`src/rtl/bus_dev_pkg.sv`:
```
// Shared definitions for the bus device port: default widths and
// address-field helpers used by the RX filter.
package bus_dev_pkg;

  localparam int PCKG_SZ_DEF   = 32;
  localparam int ADDR_BITS_DEF = 8;
  localparam int MAX_PCKG_SZ   = 256;
  localparam int MAX_ADDR_BITS = 32;

  // Extract the destination field from the top addr_bits of a packet.
  function automatic logic [MAX_ADDR_BITS-1:0] get_dest(
    input logic [MAX_PCKG_SZ-1:0] pkt,
    input int                     pckg_sz,
    input int                     addr_bits
  );
    logic [MAX_PCKG_SZ-1:0]   shifted_s;
    logic [MAX_ADDR_BITS-1:0] mask_s;
    shifted_s = pkt >> (pckg_sz - addr_bits);
    mask_s    = '0;
    for (int i = 0; i < MAX_ADDR_BITS; i++) begin
      mask_s[i] = (i < addr_bits);
    end
    return shifted_s[MAX_ADDR_BITS-1:0] & mask_s;
  endfunction

  // A packet is ours when it names this device or the broadcast address.
  function automatic logic is_for_me(
    input logic [MAX_ADDR_BITS-1:0] dest,
    input logic [MAX_ADDR_BITS-1:0] id,
    input logic [MAX_ADDR_BITS-1:0] bcast
  );
    return (dest == id) || (dest == bcast);
  endfunction

endpackage

```
`src/rtl/bus_dev_port_fifo.sv`:
```
// Generic synchronous FIFO with first-word-fall-through head output.
// Head data and flags are registered; the head reads zero while empty.
module sync_fifo_fwft #(
  parameter int WIDTH = 32,
  parameter int DEPTH = 8
) (
  input  logic                   clk,
  input  logic                   reset,
  input  logic                   wr,
  input  logic [WIDTH-1:0]       wdata,
  input  logic                   rd,
  output logic [WIDTH-1:0]       rdata,
  output logic                   full,
  output logic                   empty,
  output logic [$clog2(DEPTH):0] count,
  output logic                   underflow
);

  localparam int AW = $clog2(DEPTH);
  localparam int CW = AW + 1;

  logic [WIDTH-1:0] mem_r [DEPTH];
  logic [AW-1:0]    wr_ptr_r;
  logic [AW-1:0]    rd_ptr_r;
  logic [AW-1:0]    rd_ptr_nxt_s;
  logic [CW-1:0]    count_r;
  logic [CW-1:0]    count_nxt_s;
  logic             full_r;
  logic             empty_r;
  logic             do_wr_s;
  logic             do_rd_s;
  logic [WIDTH-1:0] rdata_r;
  logic [WIDTH-1:0] rdata_nxt_s;

  // Qualify requests, compute next occupancy and the next head value.
  always_comb begin
    do_rd_s      = rd && !empty_r;
    do_wr_s      = wr && (!full_r || do_rd_s);
    rd_ptr_nxt_s = do_rd_s ? (rd_ptr_r + AW'(1'b1)) : rd_ptr_r;
    if (do_wr_s && !do_rd_s) begin
      count_nxt_s = count_r + CW'(1'b1);
    end else if (do_rd_s && !do_wr_s) begin
      count_nxt_s = count_r - CW'(1'b1);
    end else begin
      count_nxt_s = count_r;
    end
    // The new head may be the slot being written right now; bypass it.
    if (count_nxt_s == '0) begin
      rdata_nxt_s = '0;
    end else if (do_wr_s && (wr_ptr_r == rd_ptr_nxt_s)) begin
      rdata_nxt_s = wdata;
    end else begin
      rdata_nxt_s = mem_r[rd_ptr_nxt_s];
    end
  end

  // Pointers, occupancy, flags and registered head.
  always_ff @(posedge clk) begin
    if (reset) begin
      wr_ptr_r <= '0;
      rd_ptr_r <= '0;
      count_r  <= '0;
      full_r   <= 1'b0;
      empty_r  <= 1'b1;
      rdata_r  <= '0;
    end else begin
      wr_ptr_r <= do_wr_s ? (wr_ptr_r + AW'(1'b1)) : wr_ptr_r;
      rd_ptr_r <= rd_ptr_nxt_s;
      count_r  <= count_nxt_s;
      full_r   <= (count_nxt_s == CW'(DEPTH));
      empty_r  <= (count_nxt_s == '0);
      rdata_r  <= rdata_nxt_s;
    end
  end

  // Storage array; contents survive reset and are never cleared.
  always_ff @(posedge clk) begin
    if (!reset && do_wr_s) begin
      mem_r[wr_ptr_r] <= wdata;
    end
  end

  assign rdata     = rdata_r;
  assign full      = full_r;
  assign empty     = empty_r;
  assign count     = count_r;
  assign underflow = rd && empty_r;

endmodule

```
`src/rtl/bus_dev_port.sv`:
```
// Device-side endpoint for one bus slot: TX FIFO popped by the bus,
// address-filtered RX FIFO pushed by the bus, drop counters and a
// sticky underflow flag.
module bus_dev_port
  import bus_dev_pkg::*;
#(
  parameter int PCKG_SZ   = PCKG_SZ_DEF,
  parameter int ADDR_BITS = ADDR_BITS_DEF,
  parameter int DEPTH     = 8,
  parameter int DEV_ID    = 0,
  parameter int BROADCAST = 145
) (
  input  logic                   clk,
  input  logic                   reset,
  input  logic                   dev_wr_en,
  input  logic [PCKG_SZ-1:0]     dev_wr_data,
  output logic                   dev_tx_full,
  input  logic                   dev_rd_en,
  output logic [PCKG_SZ-1:0]     dev_rd_data,
  output logic                   dev_rx_empty,
  output logic                   pndng,
  input  logic                   pop,
  output logic [PCKG_SZ-1:0]     D_pop,
  input  logic                   push,
  input  logic [PCKG_SZ-1:0]     D_push,
  output logic [$clog2(DEPTH):0] tx_count,
  output logic [$clog2(DEPTH):0] rx_count,
  output logic [15:0]            mis_cnt,
  output logic [15:0]            ovf_cnt,
  output logic                   err_underflow
);

  localparam logic [ADDR_BITS-1:0] ID_A    = ADDR_BITS'(DEV_ID);
  localparam logic [ADDR_BITS-1:0] BCAST_A = ADDR_BITS'(BROADCAST);

  logic                     tx_empty_s;
  logic                     tx_uf_s;
  logic                     rx_full_s;
  logic                     rx_uf_s;
  logic [MAX_ADDR_BITS-1:0] dest_s;
  logic                     match_s;
  logic                     rx_wr_s;
  logic                     ovf_inc_s;
  logic                     mis_inc_s;
  logic [15:0]              mis_cnt_r;
  logic [15:0]              ovf_cnt_r;
  logic                     err_r;

  sync_fifo_fwft #(.WIDTH(PCKG_SZ), .DEPTH(DEPTH)) u_tx_fifo (
    .clk       (clk),
    .reset     (reset),
    .wr        (dev_wr_en),
    .wdata     (dev_wr_data),
    .rd        (pop),
    .rdata     (D_pop),
    .full      (dev_tx_full),
    .empty     (tx_empty_s),
    .count     (tx_count),
    .underflow (tx_uf_s)
  );

  sync_fifo_fwft #(.WIDTH(PCKG_SZ), .DEPTH(DEPTH)) u_rx_fifo (
    .clk       (clk),
    .reset     (reset),
    .wr        (rx_wr_s),
    .wdata     (D_push),
    .rd        (dev_rd_en),
    .rdata     (dev_rd_data),
    .full      (rx_full_s),
    .empty     (dev_rx_empty),
    .count     (rx_count),
    .underflow (rx_uf_s)
  );

  // Address filter: accept, overflow-drop or mismatch-drop each push.
  always_comb begin
    dest_s    = get_dest(MAX_PCKG_SZ'(D_push), PCKG_SZ, ADDR_BITS);
    match_s   = is_for_me(dest_s, MAX_ADDR_BITS'(ID_A), MAX_ADDR_BITS'(BCAST_A));
    rx_wr_s   = push && match_s;
    ovf_inc_s = push && match_s && rx_full_s && !dev_rd_en;
    mis_inc_s = push && !match_s;
  end

  // Saturating drop counters.
  always_ff @(posedge clk) begin
    if (reset) begin
      mis_cnt_r <= 16'd0;
      ovf_cnt_r <= 16'd0;
    end else begin
      if (mis_inc_s && (mis_cnt_r != 16'hFFFF)) begin
        mis_cnt_r <= mis_cnt_r + 16'd1;
      end
      if (ovf_inc_s && (ovf_cnt_r != 16'hFFFF)) begin
        ovf_cnt_r <= ovf_cnt_r + 16'd1;
      end
    end
  end

  // Sticky underflow flag, cleared only by reset.
  always_ff @(posedge clk) begin
    if (reset) begin
      err_r <= 1'b0;
    end else if (tx_uf_s || rx_uf_s) begin
      err_r <= 1'b1;
    end
  end

  assign pndng         = !tx_empty_s;
  assign mis_cnt       = mis_cnt_r;
  assign ovf_cnt       = ovf_cnt_r;
  assign err_underflow = err_r;

endmodule

```
`config.mk`:
```
export PLATFORM = sky130hd
export DESIGN_NAME = bus_dev_port
export DESIGN_NICKNAME = d
export VERILOG_FILES = /design/src/rtl/bus_dev_pkg.sv /design/src/rtl/bus_dev_port_fifo.sv /design/src/rtl/bus_dev_port.sv
export SDC_FILE = /design/constraint.sdc
export NUM_CORES = 1
export LEC_CHECK = 0
export BUFFER_PORTS_ARGS = -buffer_cell sky130_fd_sc_hd__buf_2
export CORE_ASPECT_RATIO = 1.1
export CORE_MARGIN = 4
export CORE_UTILIZATION = 45
export CTS_CLUSTER_SIZE = 40
export DETAILED_ROUTE_END_ITERATION = 7
export GPL_TIMING_DRIVEN = 0
export PLACE_DENSITY = 0.61
export SLEW_MARGIN = 20
export SYNTH_ARGS = -nofsm -noshare
export SYNTH_HDL_FRONTEND = slang
export SYNTH_SLANG_ARGS = --single-unit
```
`constraint.sdc`:
```
create_clock -name clk -period 5.6 [get_ports clk]
set_input_delay 0.28 -clock clk [delete_from_list [all_inputs] [get_ports clk]]
set_output_delay 0.28 -clock clk [all_outputs]
set_load 0.005 [all_outputs]
```
# == Word level (Yosys, flattened, before mapping) ==
# Memory sizes are Yosys's and may differ from the RTL's. A register that Yosys moved wholly into a read port is not among the register bits.
# Cells that the tools add are included.
# Widths: inputs -> output; s select.
# word_totals
reg_bits,57
mem_bits_rw,512
inputBits,70
output_inout_bits,108
word_cells,78
memories,2
# memory_table
name,words,word_bits,read_ports,rd_clocked_by_memory_dff,write_ports,line,source
u_rx_fifo.mem_r,8,32,1,1,1,bus_dev_port_fifo.sv:22,logic [WIDTH-1:0] mem_r [DEPTH];
u_tx_fifo.mem_r,8,32,1,1,1,bus_dev_port_fifo.sv:22,
# op_classes
n_addsub,10
eq_ne,5
n_mux,10
n_reduce_logical,38
# op_table
cell,count
$add 16x1->16 const B,2
$logic_not 32->1,1
$ne 16x16->1 const B,2
$logic_and 1x1->1,18
$mux 4,4
$add 3x1->3 const B,4
$logic_not 1->1,11
$add 4x1->4 const B,2
$eq 4x4->1 const B,2
$eq 8x8->1 const B,1
$logic_not 4->1,2
$sub 4x1->4 const B,2
$mux 3,2
$logic_or 1x1->1,4
$mux 1,4
$reduce_or 2->1,2

# == Logic depth before layout (Yosys ltp) ==
# Gate-level depths: netlist of the first run.
# depth
word_depth,10
ltp_mapped,9

# == Cells and area by module ==
# Synthesis of the first run repeated with hierarchy kept, for this count alone.
# hier_totals
cells_unflattened,1899
area_unflattened_um2,24971.4
# modules_own_cells
mod,n_inst,cells_each,area_per_inst_um2,seq_area_each_um2
sync_fifo_fwft (u_tx_fifo),1,852,11712.5,8568.2
sync_fifo_fwft (u_rx_fifo),1,846,11509.8,8568.2
bus_dev_port,1,201,1749.2,660.6

# == Worst setup path after synthesis of the first run ==
# No wires, ideal clock.
# synth_path
path_kind,input to register
from,in D_push[25]
to,mem u_rx_fifo.mem_r[0][0] (enable)
setup_time_ns,0.501
arrival_time_ns,4.512
required_time_ns,5.099
setup_slack_ns,0.587
path_stages,6
path_buffers,1
path_cell_list,nor3_1 -> o211ai_1 -> clkbuf_1 -> a21oi_1 -> nand2_1 -> nor4_1
# synth_between
elab_chain_len,7
word_cells_on_any_way,8
# synth_lines
element,line,source
from (decl),bus_dev_port.sv:25,"input logic [PCKG_SZ-1:0] D_push,"
$logic_not 32->1 / $eq 8x8->1 (equally long branches),bus_dev_pkg.sv:32,return (dest == id) || (dest == bcast);
$logic_or 1x1->1 (*),bus_dev_pkg.sv:32,
$logic_and 1x1->1 (*),bus_dev_port.sv:79,rx_wr_s = push && match_s;
$logic_and 1x1->1 (*),bus_dev_port_fifo.sv:38,do_wr_s = wr && (!full_r || do_rd_s);
$logic_and 1x1->1 (*),bus_dev_port_fifo.sv:78,if (!reset && do_wr_s) begin
$mux 1 (*),bus_dev_port_fifo.sv:78,
$mux 1 (not written as such) (*),bus_dev_port_fifo.sv:79,mem_r[wr_ptr_r] <= wdata;
to (decl),bus_dev_port_fifo.sv:22,
# Every way passes the cells marked *; elsewhere a longest branch is shown, timed or not.

# == Worst setup path in the final report of the first run ==
# layout_path
from,in D_push[25]
to,mem u_rx_fifo.mem_r[0][13] (enable)
# Same word-level chain as after synthesis.

==> results by group, run 1 <==
Run status
  – Outcome: finished clean

Min path
  – Hold Path Class: primary input to register

Placed design
  – Hpwl dp: 39.3 mm
  – GPL Wtd Cong: 0.803
  – Post-placement cell area: 0.0273 sq mm
  – I/O Buffers: 177

CTS
  – Clk_lat worst skew: 630 ps
  – CTS H-tree lvls: 2
  – CTS hold repair buffers: 65
  – CTS sink count: 633
  – Post-CTS Setup Bufs: 0
  – Clock buffer depth: 3
  – Post-CTS sizing: 0
  – CTS root buf: clkbuf_16
  – Clock-pin slew on the worst setup and hold paths: 60 ps
  – CTS tree: built
  – Total CTS buffers: 61

Finish
  – Area of the multi-input gates: 0.00655 sq mm
  – Area Overhead vs Synth: 20.6%
  – Final instance area: 0.0299 sq mm
  – Fin util: 55.2%
  – Final nets: 2130
  – # fillers: 4424
  – Commonest non-fill, non-tap cell in the layout: edfxtp_1
  – Reg area: 0.0178 sq mm
  – Commonest non-fill, non-tap cells in the layout: edfxtp_1 (512), nand2_1 (263), buf_2 (213)
  – Layout cells sized above 1: 20.7%

Global route
  – Global-route wire length before repair: 90.3 mm
  – Vias in the first global route: 15400
  – GRT Residual Overflow: 0
  – Largest net degree at the start of global routing: 20
  – GRT Util Overall: 19.9%
  – Grt peak-use layer: met2
  – Initial antenna violation count: 3
  – M1 GR Usage: 25.0%
  – GR Util met2: 35.8%
  – Met3 GRT Util: 3.54%

Setup path
  – Crit path kind: primary input to register
  – Critical-path cell list: dlygate4sd3_1, buf_2, nor3_1, o211ai_1, clkbuf_1, a21oi_1, nand2_1, nor4_2, buf_2, buf_4, buf_2, buf_2
  – Number of buffers and inverters on the critical path: 7
  – CP max-delay cell: dlygate4sd3_1
  – Critical path endpoint category: register
  – Required @ worst endpoint: 5910 ps
  – Top delay family on crit path: buffers and inverters
  – Setup crit start kind: primary input
  – Crit path DAT: 3880 ps
  – Worst Path Max Fanout: 10
  – Max incr delay on CP: 530 ps
  – Most used cell, CP: buf_2

Synth
  – Post-Syn Nets: 1767
  – Post-Synth Simple-Gate Area: 10.7%
  – Area leader, netlist: edfxtp_1
  – Top post-synthesis cells by area: edfxtp_1 (62%), dfxtp_1 (9.8%), mux2i_1 (6.1%)
  – Largest family of logic cells by synthesized area: simple AND/OR/NAND/NOR gates
  – Post-Synth Adder-Cell Area: 0.505%
  – Synth cell types: 55
  – Post-synth ARST share: 0%
  – Sequential element share of the synthesized area: 71.8%
  – Synthesized area per cell: 14.7 sq um
  – Xor/xnor share of the synthesized area: 1.73%
  – Yosys top cell area share: 62.0%
  – Most used DFF post-synth: edfxtp_1
  – Ys Warns: 0
  – Area of the mapped netlist: 0.0248 sq mm
  – EDFF count, synth: 512
  – Gate Count Post-Synth: 1687
  – Synth Area in Compound Gates: 3.51%
  – Mux cell area share after synthesis: 9.60%
  – Seq cells post-synth: 633

Drt
  – Vias: 15000
  – Final WL: 59.2 mm
  – Vias/cell: 5.30
  – First-pass DRT Iterations: 5
  – Initial DRC count: 993
  – Wirelength per Cell: 20.9 um
  – Number of remaining DRC errors: 0
  – Routed Antenna Nets: 0

Die
  – I/O Pins: 178
  – Overall die width: 232 um
  – # rows: 89
  – Core area: 0.0541 sq mm
  – Initial Util: 45.8%
  – Die height: 254 um
  – Die area: 0.0589 sq mm

Power and ir drop
  – PwrDens: 377 mW/mm^2
  – Peak VDD IR: 0.000299 V
  – Static Leakage: 11.6 nW
  – Total Power: 11.3 mW

STA
  – WHS: 61.2 ps
  – Slew Viols, Final: 0
  – RSZ-0062 raised after global routing: false
  – Slew @ Worst Pin: 923 ps
  – Clock Skew: 28.2 ps
  – Final setup fails: 0
  – Fmax: 280 MHz
  – Final worst path period share: 63.7%
  – Max-slew headroom: 38.1%
  – Min Tclk post-route: 3570 ps
  – Number of failing hold endpoints at the final stage: 0

Run
  – Max-Cap Viols: 0
==> tightest hold or removal path: stages <==
cell      delay (ps)
buf_2            170
a221oi_1         100
nor2_1            80
==> area by class of cell <==
class	instances	area share (%)
buffer	95	1.64
timing repair buffer	300	7.13
inverter	14	0.176
clock inverter	28	0.795
multi-input combinational	945	21.9
clock buffer	87	5.77
tap	728	3.05
antenna	2	0.0167
sequential	633	59.5
==> cells in the mapped netlist, types with 30 or more instances <==
master    instances
clkbuf_1         45
dfxtp_1         121
edfxtp_1        512
mux2i_1         151
mux4_2           37
nand2_1         263
nand3_1         124
nand4_1          36
nor2_1           84
o211a_1          32
xnor2_1          30
==> through the flow <==
stage	setup slack [ps]	TNS [ps]	std cells
finish	2030	0	2832
global route	1780	0	2831
CTS	2090	0	2830
detailed placement	1970	0	2650
global placement	-3220	-419790	2592
floorplan	587	0	1687
==> cells by family after synthesis <==
logic type,count (synthesis)
AO/OA/AOI/OAI,111
XOR/XNOR,45
adder cells (fa/ha/maj),10
buffers and inverters,109
flip-flops,633
multiplexers,190
AND/OR/NAND/NOR,589
==> registers in the layout, indices dropped and copies added, names as in the netlist <==
signal and cells:
u_tx_fifo.rd_ptr_r 3, u_rx_fifo.rd_ptr_r 3, u_tx_fifo.wr_ptr_r 3, mis_cnt 16
u_tx_fifo.mem_r 256, u_rx_fifo.rdata 32, u_rx_fifo.wr_ptr_r 3, ovf_cnt 16
u_tx_fifo.rdata 32, u_rx_fifo.empty 1, u_tx_fifo.full 1, err_underflow 1
u_rx_fifo.full 1, u_rx_fifo.count 4, u_rx_fifo.mem_r 256, u_tx_fifo.empty 1
u_tx_fifo.count 4
==> report_power, final <==
group          switching (mW)  leakage [nW]  internal, mW
sequential             0.0915          5.60          5.27
combinational            1.18          5.01         0.752
clock                    1.74         0.957          2.24
==> worst paths after layout <==
check	from	endpoint	slack [ps]	cells after the start
min	dev_rd_en	err_underflow$_SDFFE_PP0P_	60	3
max	D_push[25]	u_rx_fifo.mem_r[0][13]$_DFFE_PP_	2030	12
min reg2reg	mis_cnt[12]$_SDFFE_PP0P_	mis_cnt[12]$_SDFFE_PP0P_	510	2
max reg2reg	u_rx_fifo.count[0]$_SDFF_PP0_	u_rx_fifo.rdata[1]$_SDFF_PP0_	2330	8
==> metal layers <==
metal  routed length, um  vias up
met2               30700      420
met1               24000     7439
li1                    -     7055
met3                3170       94
met5                  13        -
met4                1400        2
Power figures use the tool's default switching activity.
==> run 2: changes to the inputs <==
clock period = 3.4 ns   (was 5.6 ns; I/O delays follow)
==> results by group, run 2 (same netlist as run 1, synthesis figures left out) <==
Run status
  – Outcome: finished clean

STA
  – Final setup fails: 0
  – Clock Skew: 28.4 ps
  – Slew @ Worst Pin: 856 ps
  – RSZ-0062 raised after global routing: false
  – Min Tclk post-route: 3100 ps
  – Slew Viols, Final: 0
  – Final worst path period share: 91.1%
  – Max-slew headroom: 41.8%
  – Fmax: 323 MHz
  – Number of failing hold endpoints at the final stage: 0
  – WHS: 66.5 ps
  – Worst setup margin: 301 ps
  – TNS Setup: 0 ps

Power and ir drop
  – PwrDens: 637 mW/mm^2
  – Peak VDD IR: 0.000381 V
  – Static Leakage: 11.7 nW

Die
  – I/O Pins: 178
  – Die height: 254 um
  – # rows: 89
  – Overall die width: 232 um
  – Die area: 0.0589 sq mm
  – Core area: 0.0541 sq mm
  – Initial Util: 45.8%

Global route
  – GRT Residual Overflow: 0
  – Global-route wire length before repair: 91.6 mm
  – Vias in the first global route: 15600
  – Largest net degree at the start of global routing: 19
  – Initial antenna violation count: 1
  – GRT Util Overall: 20.3%

Setup path
  – Reg2reg start: u_rx_fifo.rd_ptr_r[0]$_SDFF_PP0_
  – Critical path endpoint category: register
  – Reg2reg path depth: 7
  – Reg-to-reg endpoint: u_rx_fifo.rdata[0]$_SDFF_PP0_
  – Reg2reg setup slack: 300 ps
  – Crit path DAT: 3570 ps
  – Worst Path Max Fanout: 10
  – Max incr delay on CP: 690 ps
  – CP max-delay cell: mux2i_2
  – Setup crit start kind: register
  – Critical-path cell list: ha_1, mux2i_2, nor2_1, clkbuf_1, nand3_1, nand4_1, a211oi_1
  – Required @ worst endpoint: 3870 ps
  – Number of buffers and inverters on the critical path: 1
  – Crit path kind: register to register
  – Top delay family on crit path: simple AND/OR/NAND/NOR gates
  – Levels on crit path: 7

Run
  – Max-Cap Viols: 0

Drt
  – Wirelength per Cell: 21.3 um
  – M1 WL: 25.6 mm
  – Vias: 15200
  – Number of remaining DRC errors: 0
  – Vias/cell: 5.38
  – Highest metal used: met4
  – Final WL: 60.1 mm
  – Metal3 WL: 2.96 mm
  – Routed Antenna Nets: 0
  – Initial DRC count: 1040
  – First-pass DRT Iterations: 5
  – Met2 WL: 30.3 mm

Finish
  – Commonest non-fill, non-tap cell in the layout: edfxtp_1
  – Largest regs: u_rx_fifo.mem_r x256, u_tx_fifo.mem_r x256
  – Final instance area: 0.0303 sq mm
  – Layout cells sized above 1: 20.7%
  – Final nets: 2125
  – Fin util: 56.0%
  – Commonest non-fill, non-tap cells in the layout: edfxtp_1 (512), nand2_1 (263), buf_2 (202)
  – Area Overhead vs Synth: 22.3%

CTS
  – Clock-pin slew on the worst setup and hold paths: 60 ps
  – CTS sink count: 633
  – CTS tree: built
  – Clk_lat worst skew: 600 ps
  – CTS root buf: clkbuf_16
  – CTS H-tree lvls: 3
  – Clock buffer depth: 3
  – Total CTS buffers: 67

Placed design
  – GPL Wtd Cong: 0.815
  – Dpl ws: -219 ps
  – Hpwl dp: 39.7 mm
  – Post-placement cell area: 0.0274 sq mm
  – I/O Buffers: 177

Min path
  – Hold depth: 4
  – Hold Path Class: primary input to register
  – WHS Endpoint: mis_cnt[3]$_SDFFE_PP0P_
  – Start point of the worst hold path: push
## run 2: changes by cell type in the layout (fill, tap and decap cells not counted), moves of 8 or more
cell / previous run / this run
nor3_4: 0 / 8
nor3_2: 8 / 0
buf_2: 213 / 202
buf_8: 0 / 10
buf_4: 43 / 33
clkbuf_16: 61 / 71
## run 2: worst reg2reg max path: stages (launching register included)
cell and delay [ps]:
dfxtp_1 490, ha_1 320, mux2i_2 690, nor2_1 420, clkbuf_1 390, nand3_1 170, nand4_1 140, a211oi_1 380
## run 2: worst max-delay path by stage
| stage | from | to | slack (ps) |
|---|---|---|---|
| finish | u_rx_fifo.rd_ptr_r[0]$_SDFF_PP0_ | u_rx_fifo.rdata[0]$_SDFF_PP0_ | 300 |
| global route | u_rx_fifo.rd_ptr_r[0]$_SDFF_PP0_ | u_rx_fifo.rdata[0]$_SDFF_PP0_ | 30 |
| CTS | D_push[27] | u_rx_fifo.mem_r[4][17]$_DFFE_PP_ | 9 |
| detailed placement | D_push[24] | u_rx_fifo.mem_r[4][12]$_DFFE_PP_ | -220 |
| global placement | D_push[24] | u_rx_fifo.mem_r[2][13]$_DFFE_PP_ | -3780 |
| floorplan | D_push[25] | u_rx_fifo.mem_r[4][0]$_DFFE_PP_ | -670 |
## run 2: final cells by class
class,instances,area [sq um]
inverter,14,52.6
clock buffer,98,1960
tap,728,911
multi-input combinational,945,6630
clock inverter,26,268
buffer,95,489
timing repair buffer,289,2210
fill,4438,23800
antenna,1,2.50
sequential,633,17800
## run 2: per-layer routing
| layer | vias up | track usage, % |
|---|---|---|
| met2 | 435 | 35.2 |
| met1 | 7649 | 26.4 |
| met4 | 0 | 6.46 |
| met5 | - | 0 |
| li1 | 7046 | - |
| met3 | 96 | 3.35 |
## run 2: repair_timing
item | in CTS | in global routing
setup endpoints to repair | 0 | 99
hold buffers | 66 | 0
hold endpoints to repair | 568 | 0
setup buffers | 0 | 2
gates resized for setup | 0 | 5
## run 2: through the flow
| stage | power (mW) | std cells |
|---|---|---|
| final | 19.3 | 2829 |
| after global routing | 20.1 | 2829 |
| after CTS | 19.5 | 2826 |
| after detailed placement | 12.2 | 2636 |
| after global placement | 12.1 | 2592 |
| after floorplan | 10.9 | 1687 |
## run 2: report_power, final
group / switching [mW] / total [mW] / internal [mW]
Combinational: 1.95 / 3.20 / 1.25
Clock: 3.00 / 7.27 / 4.28
Sequential: 0.150 / 8.83 / 8.68
Total: 5.10 / 19.3 / 14.2
==> run 3: changes to the inputs <==
CTS_BUF_LIST = sky130_fd_sc_hd__clkbuf_4 sky130_fd_sc_hd__clkbuf_8   (was not set)
==> results by group, run 3 (same netlist as run 1, synthesis figures left out) <==
STA
  – Min Tclk post-route: 3130 ps
  – Slew Viols, Final: 0
  – Slew @ Worst Pin: 871 ps
  – Final setup fails: 0
  – RSZ-0062 raised after global routing: false
  – Final worst path period share: 91.9%
  – Fmax: 320 MHz
  – Number of failing hold endpoints at the final stage: 0
  – Max-slew headroom: 41.9%
  – Clock Skew: 33.8 ps

CTS
  – Clk_lat worst skew: 690 ps
  – Post-CTS Setup Bufs: 0
  – Clock-pin slew on the worst setup and hold paths: 60 ps
  – CTS tree: built
  – Total CTS buffers: 101
  – CTS sink count: 633
  – CTS root buf: clkbuf_8
  – CTS H-tree lvls: 3
  – Clock buffer depth: 3

Setup path
  – Crit path kind: primary input to register
  – Setup crit start kind: primary input
  – Top delay family on crit path: simple AND/OR/NAND/NOR gates
  – Number of buffers and inverters on the critical path: 4
  – Critical-path cell list: dlygate4sd3_1, buf_2, nor3_1, o211ai_1, clkbuf_1, a21oi_2, nand3_1, nor2_4, buf_16
  – Reg2reg path depth: 8
  – Critical path endpoint category: register
  – Reg-to-reg endpoint: u_rx_fifo.rdata[0]$_SDFF_PP0_
  – Crit path DAT: 3480 ps
  – Reg2reg setup slack: 310 ps
  – CP max-delay cell: nor2_4
  – Max incr delay on CP: 710 ps
  – Worst Path Max Fanout: 17
  – Levels on crit path: 9
  – Reg2reg start: u_rx_fifo.rd_ptr_r[0]$_SDFF_PP0_
  – Required @ worst endpoint: 3760 ps

Drt
  – Routed Antenna Nets: 0
  – Initial DRC count: 1065
  – Number of remaining DRC errors: 0
  – Vias/cell: 5.31
  – Final WL: 60.7 mm
  – Wirelength per Cell: 21.0 um
  – Vias: 15400
  – First-pass DRT Iterations: 5

Min path
  – Hold Path Class: primary input to register
  – WHS Endpoint: u_tx_fifo.rd_ptr_r[2]$_SDFF_PP0_
  – Start point of the worst hold path: pop
  – Hold depth: 4

Finish
  – Commonest non-fill, non-tap cell in the layout: edfxtp_1
  – Largest regs: u_rx_fifo.mem_r x256, u_tx_fifo.mem_r x256
  – Post-route insts no fill: 2896
  – Final nets: 2159
  – Area Overhead vs Synth: 22.3%
  – Layout cells sized above 1: 23.5%
  – Commonest non-fill, non-tap cells in the layout: edfxtp_1 (512), nand2_1 (263), buf_2 (202)

Die
  – Die height: 254 um
  – Initial Util: 45.8%
  – Core area: 0.0541 sq mm
  – Overall die width: 232 um
  – Die area: 0.0589 sq mm
  – I/O Pins: 178
  – # rows: 89

Power and ir drop
  – Total Power: 19.0 mW
  – Static Leakage: 11.8 nW
  – PwrDens: 625 mW/mm^2
  – Peak VDD IR: 0.000336 V

Global route
  – Vias in the first global route: 15900
  – GRT Residual Overflow: 0
  – Global-route wire length before repair: 92.6 mm
  – GRT Util Overall: 20.5%
  – Initial antenna violation count: 1
  – Largest net degree at the start of global routing: 19

Placed design
  – I/O Buffers: 177
  – GPL Wtd Cong: 0.815
  – Hpwl dp: 39.7 mm
  – Placed Cells incl. Taps: 2636

Run status
  – Outcome: finished clean

Run
  – Max-Cap Viols: 0
-- run 3: worst max-delay path by stage --
| stage | slack [ps] | startpoint | end |
|---|---|---|---|
| 6_report | 270 | D_push[31] | u_rx_fifo.mem_r[3][12]$_DFFE_PP_ |
| 5_1_grt | 30 | u_rx_fifo.rd_ptr_r[0]$_SDFF_PP0_ | u_rx_fifo.rdata[0]$_SDFF_PP0_ |
| 4_1_cts | 10 | D_push[31] | u_rx_fifo.mem_r[4][9]$_DFFE_PP_ |
| 3_5_place_dp | -220 | D_push[24] | u_rx_fifo.mem_r[4][12]$_DFFE_PP_ |
| 3_3_place_gp | -3780 | D_push[24] | u_rx_fifo.mem_r[2][13]$_DFFE_PP_ |
| 2_1_floorplan | -670 | D_push[25] | u_rx_fifo.mem_r[4][0]$_DFFE_PP_ |
-- run 3: stage by stage --
stage | hold slack, ps | util (%) | instance area (sq um) | setup TNS (ps) | setup slack (ps)
final | 84.0 | 56.0 | 30300 | 0 | 274
after global routing | 94.7 | 56.0 | 30300 | 0 | 30.9
after CTS | 12.5 | 56.0 | 30300 | 0 | 13.8
after detailed placement | 460 | 50.6 | 27400 | -6450 | -219
after global placement | 445 | 49.2 | 26600 | -997810 | -3780
after floorplan | 269 | - | 24800 | -69650 | -673
-- run 3: repair_timing --
action,4_1_cts,5_1_grt
endpoints found under the setup margin,0,103
hold endpoints to repair,576,0
gates resized for setup,0,5
hold buffers,68,0
-- run 3: cell type report --
type	instances	area [sq um]
inverter	14	52.6
timing repair buffer	289	2210
clock buffer	164	2000
sequential	633	17800
buffer	95	489
antenna	2	5.00
multi-input combinational	945	6630
clock inverter	26	225
fill	4445	23800
tap	728	911
-- run 3: worst register-to-register path, delay by kind of cell (launching register included) --
family	cells	cell delay [ps]
buffers and inverters	2	730
AO/OA/AOI/OAI	1	110
multiplexers	1	680
adder cells (fa/ha/maj)	1	320
AND/OR/NAND/NOR	3	580
flip-flops	1	490
-- run 3: power by group --
group	internal [mW]	switching [mW]
registers	8.68	0.149
logic	1.25	1.95
clock network	3.97	2.95
-- run 3: routing by layer --
metal  routed length [um]  vias up  GRT usage [%]
li1                     -     7131              -
met1                25400     7660           26.5
met2                30700      497           35.4
met3                 3220      103           3.57
met4                 1320        0           6.70
met5                    0        -              0
